**src/rtl/host_loader_pkg.sv**
```systemverilog
// host_loader_pkg: loader FSM states, link handshake bytes and a byte-select helper.
package host_loader_pkg;
   typedef enum logic [2:0] {IDLE, WAIT_99, SEND_SIZE, FETCH, SEND_WORD, WAIT_AA, RUN} state_t;
   localparam logic [7:0] SYNC_BYTE = 8'h99;
   localparam logic [7:0] RUN_BYTE  = 8'hAA;
   function automatic logic [7:0] byte_of(input logic [31:0] w, input logic [1:0] i);
      return w[{i, 3'b000} +: 8];
   endfunction
endpackage

```
**src/rtl/host_loader.sv**
```systemverilog
// host_loader: streams a program image to the CPU link after a 0x99 handshake,
// then bridges host stdin/stdout to the link once the CPU answers 0xAA.
module host_loader
   import host_loader_pkg::*;
#(
   parameter int WORD_ADDR_BITWIDTH = 14
) (
   input  logic                          clk,
   input  logic                          reset_n,
   input  logic                          start,
   input  logic [WORD_ADDR_BITWIDTH:0]   prog_word_count,
   output logic [WORD_ADDR_BITWIDTH-1:0] prog_read_address,
   input  logic [31:0]                   prog_read_data,
   input  logic                          rx_valid,
   input  logic [7:0]                    rx_data,
   output logic                          tx_valid,
   output logic [7:0]                    tx_data,
   input  logic                          tx_ready,
   input  logic                          stdin_valid,
   input  logic [7:0]                    stdin_data,
   output logic                          stdin_ready,
   output logic                          stdout_valid,
   output logic [7:0]                    stdout_data,
   output logic                          busy,
   output logic                          running,
   output logic                          protocol_error
);
   localparam int W = WORD_ADDR_BITWIDTH;
   state_t state, state_next;
   logic [W:0]   count;
   logic [W-1:0] addr;
   logic [1:0]   byte_cnt;
   logic [31:0]  word, size;
   logic         last, at_last, sending;
   assign size              = 32'(count) << 2;
   assign at_last           = {1'b0, addr} == count - 1'b1;
   assign sending           = state == SEND_SIZE || state == SEND_WORD;
   assign prog_read_address = addr;
   assign busy              = state != IDLE && state != RUN;
   assign running           = state == RUN;
   always_ff @(posedge clk or negedge reset_n)
      if (!reset_n) state <= IDLE;
      else state <= state_next;
   always_comb begin
      state_next  = state;
      tx_valid    = 1'b0;
      tx_data     = 8'h00;
      stdin_ready = 1'b0;
      case (state)
         IDLE:      state_next = start ? WAIT_99 : IDLE;
         WAIT_99:   state_next = (rx_valid && rx_data == SYNC_BYTE) ? SEND_SIZE : WAIT_99;
         SEND_SIZE: begin
            tx_valid = 1'b1;
            tx_data  = byte_of(size, byte_cnt);
            if (tx_ready && byte_cnt == 2'd3) state_next = (count == '0) ? WAIT_AA : FETCH;
         end
         FETCH:     state_next = SEND_WORD;
         SEND_WORD: begin
            tx_valid = 1'b1;
            tx_data  = byte_of(word, byte_cnt);
            if (tx_ready && byte_cnt == 2'd3) state_next = last ? WAIT_AA : FETCH;
         end
         WAIT_AA:   state_next = (rx_valid && rx_data == RUN_BYTE) ? RUN : WAIT_AA;
         RUN: begin
            tx_valid    = stdin_valid;
            tx_data     = stdin_data;
            stdin_ready = tx_ready;
         end
         default:   state_next = IDLE;
      endcase
   end
   // The address advances as soon as a word is latched, so the next word is already
   // settled on prog_read_data long before its single FETCH cycle.
   always_ff @(posedge clk or negedge reset_n)
      if (!reset_n) begin
         count          <= '0;
         addr           <= '0;
         byte_cnt       <= 2'd0;
         word           <= 32'h0;
         last           <= 1'b0;
         protocol_error <= 1'b0;
         stdout_valid   <= 1'b0;
         stdout_data    <= 8'h00;
      end else begin
         if (state == IDLE && start) count <= prog_word_count;
         if (state == SEND_SIZE) addr <= '0;
         if (sending && tx_ready) byte_cnt <= byte_cnt + 2'd1;
         if (state == FETCH) begin
            word <= prog_read_data;
            last <= at_last;
            if (!at_last) addr <= addr + 1'b1;
         end
         if (rx_valid && (state inside {SEND_SIZE, FETCH, SEND_WORD} ||
                          (state == WAIT_AA && rx_data != RUN_BYTE)))
            protocol_error <= 1'b1;
         stdout_valid <= state == RUN && rx_valid;
         if (state == RUN && rx_valid) stdout_data <= rx_data;
      end
endmodule

```
**config.mk**
```make
export PLATFORM = sky130hd
export DESIGN_NAME = host_loader
export DESIGN_NICKNAME = d
export VERILOG_FILES = /design/src/rtl/host_loader_pkg.sv /design/src/rtl/host_loader.sv
export SDC_FILE = /design/constraint.sdc
export NUM_CORES = 1
export LEC_CHECK = 0
export CORE_ASPECT_RATIO = 0.6
export CORE_MARGIN = 2
export CORE_UTILIZATION = 40
export CTS_CLUSTER_DIAMETER = 40
export DETAILED_ROUTE_END_ITERATION = 7
export HOLD_SLACK_MARGIN = 0.08
export MAX_ROUTING_LAYER = met4
export PLACE_DENSITY_LB_ADDON = 0.25
export SLEW_MARGIN = 20
export SYNTH_ARGS = -nofsm -noshare
export SYNTH_HDL_FRONTEND = slang
export SYNTH_SLANG_ARGS = --single-unit
```
**constraint.sdc**
```tcl
create_clock -name clk -period 8.6 [get_ports clk]
set_clock_uncertainty 0.15 [all_clocks]
set_input_delay 1.29 -clock clk [delete_from_list [all_inputs] [get_ports clk]]
set_output_delay 1.29 -clock clk [all_outputs]
set_load 0.1 [all_outputs]
```
==> key figures <==
Logic synthesis
  – Synth area leader: dfrtp_1
  – EDFF count, synth: 0
  – Post-synth ARST share: 100.0%
  – YS warnings: 0
  – Post-Syn Nets: ~480
  – Top-count cell post-synth: dfrtp_1
  – Main combinational cell family by area after synthesis: multiplexers
  – #FFs+latches synth: 77
  – Post-Synth XOR/XNOR Area: 2.591%
  – Seq/Total Area, Yosys: between 40% and 50%
  – Adder-cell share of the synthesized area: about 1.1%
  – Simple-Gate Fraction of Synth Area: between 10% and 20%
  – Unique masters post-synth: 60
  – Mapped Cells: about 400
  – Top FF cell, synth: dfrtp_1
  – Top cells by area, synth: dfrtp_1 (44%), mux2_2 (14%), mux4_2 (3.6%)
  – Avg Synthesized Cell Area: ~11 um2
  – Post-synth top cells: dfrtp_1 (77), mux2_2 (53), nand2_1 (35), nor2_1 (22), clkbuf_1 (17)
  – Syn Std Cell Area: 4394 um2
  – Yosys top cell area share: 43.85%
  – Multiplexer area fraction after synthesis: roughly a fifth
  – Synth Area in Compound Gates: between 10% and 20%

Route
  – Initial drt markers: 303
  – First drt pass iteration count: 5
  – Vias: approximately 3,700
  – DRT Wirelength: 11,600 um
  – Vias/cell: roughly 5.7
  – Final ANT Viol Nets: 0
  – WL per Instance: ~18 um
  – Post-route DRC violation count: 0

STA
  – Fin crit share: 61.48%
  – Setup tns final: 0 ps
  – Count of final setup violators: 0
  – Max Clk Rate: ~0.19 GHz
  – Post-route setup slack: about 3300 ps
  – Min cycle time layout: ~5300 ps
  – RSZ-0062 raised after global routing: no
  – Max Slew Vio Count: 0
  – Worst Max-Slew Pin Slew: between 900 and 1000 ps
  – Slew margin rel.: 33.47%
  – Final Hold Viols: 0

Clock tree
  – CTS Root Cell: clkbuf_16
  – Post-CTS Setup Bufs: 0
  – CTS tree: done
  – Num CTS Buffers: 9
  – H-tree depth: 3
  – Clk_lat worst skew: 340 ps
  – Hold_buf cts: 0
  – Clock Path Buffers: 2
  – CTS clk-pin slew, worst paths: roughly 60 ps
  – Clk sinks: 77
  – Post_cts resized: 0

Layout
  – Layout cell share with drive strength beyond 1: a little under a fifth
  – Antenna cells: 0
  – Layout area overhead: 32.94%
  – Fin nets: between 500 and 600

Setup path
  – Worst Path Arrival: around 3900 ps
  – Worst setup path class: reg -> out
  – Required @ worst endpoint: ~7200 ps
  – Reg2reg setup slack: about 5200 ps
  – R2R depth: 9
  – CP Max Fanout: 33
  – Startpoint types: flip-flop
  – Crit. End Element: primary output

Global routing
  – First-pass GRT wire length: 18,780 um
  – Number of global-route vias before repair: ~3,600
  – GRT Util Overall: around a fifth
  – Antenna violations before repair: 0
  – Grt total ovfl: 0
  – Pin count of the biggest net entering global routing: a little under 80

Power
  – Logic gate share of total power: about 38%
  – VDD IR-drop max: between 200 and 300 uV
  – Flop pwr share: ~40%
  – LEAKAGE: approximately 0.0023 uW
  – Switching share of total power: 39.29%
  – Sw Pwr: 695.1 uW
  – Clock share of power: a little under a quarter
  – Int Pwr: 1074 uW
  – PwrDens: 302.8 nW/um2

Run status
  – Status: finished, final reports clean

Placed design
  – Placement Setup Slack: ~3700 ps
  – Final Wtd Congestion: ~0.91
  – Buffers on Ports: around 100
  – DP HPWL: 8433 um

Die
  – Die W: about 140 um
  – Die area: approximately 12,000 um2
  – Core area: 10,630 um2
  – Die Y: 85.19 um
  – FP Rows: 29
  – Initial Utilization: about two fifths
  – I/O pins: ~110

Flow run
  – Number of max-cap violations: 0

Worst hold path
  – Hold Path Depth: 1
  – Min-Delay Path Class: reg -> reg
[worst paths after layout]
check                               startpoint                   end
worst max-delay path                  state[0]            tx_data[4]
worst min-delay path            protocol_error        protocol_error
worst max register to register        count[1]  prog_read_address[2]
worst min register to register  protocol_error        protocol_error
max in group asynchronous              reset_n  prog_read_address[6]
min in group asynchronous              reset_n  prog_read_address[2]
[sequential cells by signal, summed over array words and instances, names as in the netlist]
register           cells
prog_read_address     14
stdout_data            8
stdout_valid           1
state                  3
count                 15
word                  32
byte_cnt               2
protocol_error         1
last                   1
[cell type report]
cell class | count | area, um2
inverter | 8 | 30.03
fill | 907 | 4790
sequential | 77 | 1927
multi-input combinational | 293 | 2340
tap | 139 | 173.9
clock buffer | 10 | 239.0
clock inverter | 5 | 75.07
timing repair buffer | 106 | 1057
[cells in the final DEF (no fill, tap or decap), types with 4 or more instances in the layout]
cell	Yosys	routed
nor2_1	22	22
and2_1	6	6
ha_1	4	4
o22ai_1	7	7
a31o_2	5	5
nand4_1	5	5
mux4_2	7	7
o21ai_0	10	10
clkdlybuf4s50_1	0	103
inv_1	8	8
nand2b_1	4	4
and3_1	11	11
nor2b_1	6	6
a32o_1	8	8
xnor2_1	5	5
a31oi_1	5	5
nand3_1	10	10
mux2_2	53	53
nor3_1	8	8
clkbuf_16	0	9
a21oi_1	11	11
xor2_1	8	8
a31o_1	4	4
nand2_1	35	35
dfrtp_1	77	77
mux2i_1	8	8
[power groups by stage]
| stage | registers (uW) | logic, uW | clock network, uW |
|---|---|---|---|
| 4_1_cts | 697 | 667 | 412 |
| 3_5_place_dp | 703 | 662 | 0 |
| 5_1_grt | 722 | 717 | 425 |
| 6_report | 698 | 668 | 403 |
| 2_1_floorplan | 740 | 431 | 0 |
| 3_3_place_gp | 696 | 648 | 0 |
[metal layers]
| layer | vias up | global-route usage, % | wire [um] |
|---|---|---|---|
| li1 | 1693 | - | - |
| met1 | 1789 | 29.31 | 5584 |
| met2 | 155 | 29.68 | 4878 |
| met3 | 17 | 6.659 | 1024 |
| met4 | 0 | 4.591 | 107 |
| met5 | - | - | 0 |
[worst max-delay path: stages (launching register included)]
cell and delay [ps]:
dfrtp_1 740, nand2b_1 400, nor2_1 520, mux4_2 580, o22ai_1 210, nand2_1 80, clkdlybuf4s50_1 970
[cell families (layout without fill, tap and decap cells)]
family	after synthesis	count (layout)
compound gates	77	77
buf+inv	33	129
flops	77	77
xor+xnor	13	13
mux	68	68
fa+ha+maj	4	4
simple gates	131	131
[through the flow]
| stage | power, uW | utilization [%] | cell area (um2) | hold WS [ps] | cells |
|---|---|---|---|---|---|
| after global routing | 1864 | 54.95 | 5842 | 336.9 | 638 |
| after global placement | 1344 | 51.85 | 5513 | 302.8 | 623 |
| after CTS | 1776 | 54.81 | 5827 | 327.8 | 638 |
| final | 1769 | 54.95 | 5842 | 324.2 | 638 |
| after floorplan | 1171 | - | 4394 | 316.0 | 403 |
| after detailed placement | 1366 | 51.85 | 5513 | 313.9 | 623 |
No activity file was read; power rests on OpenSTA's default activity.
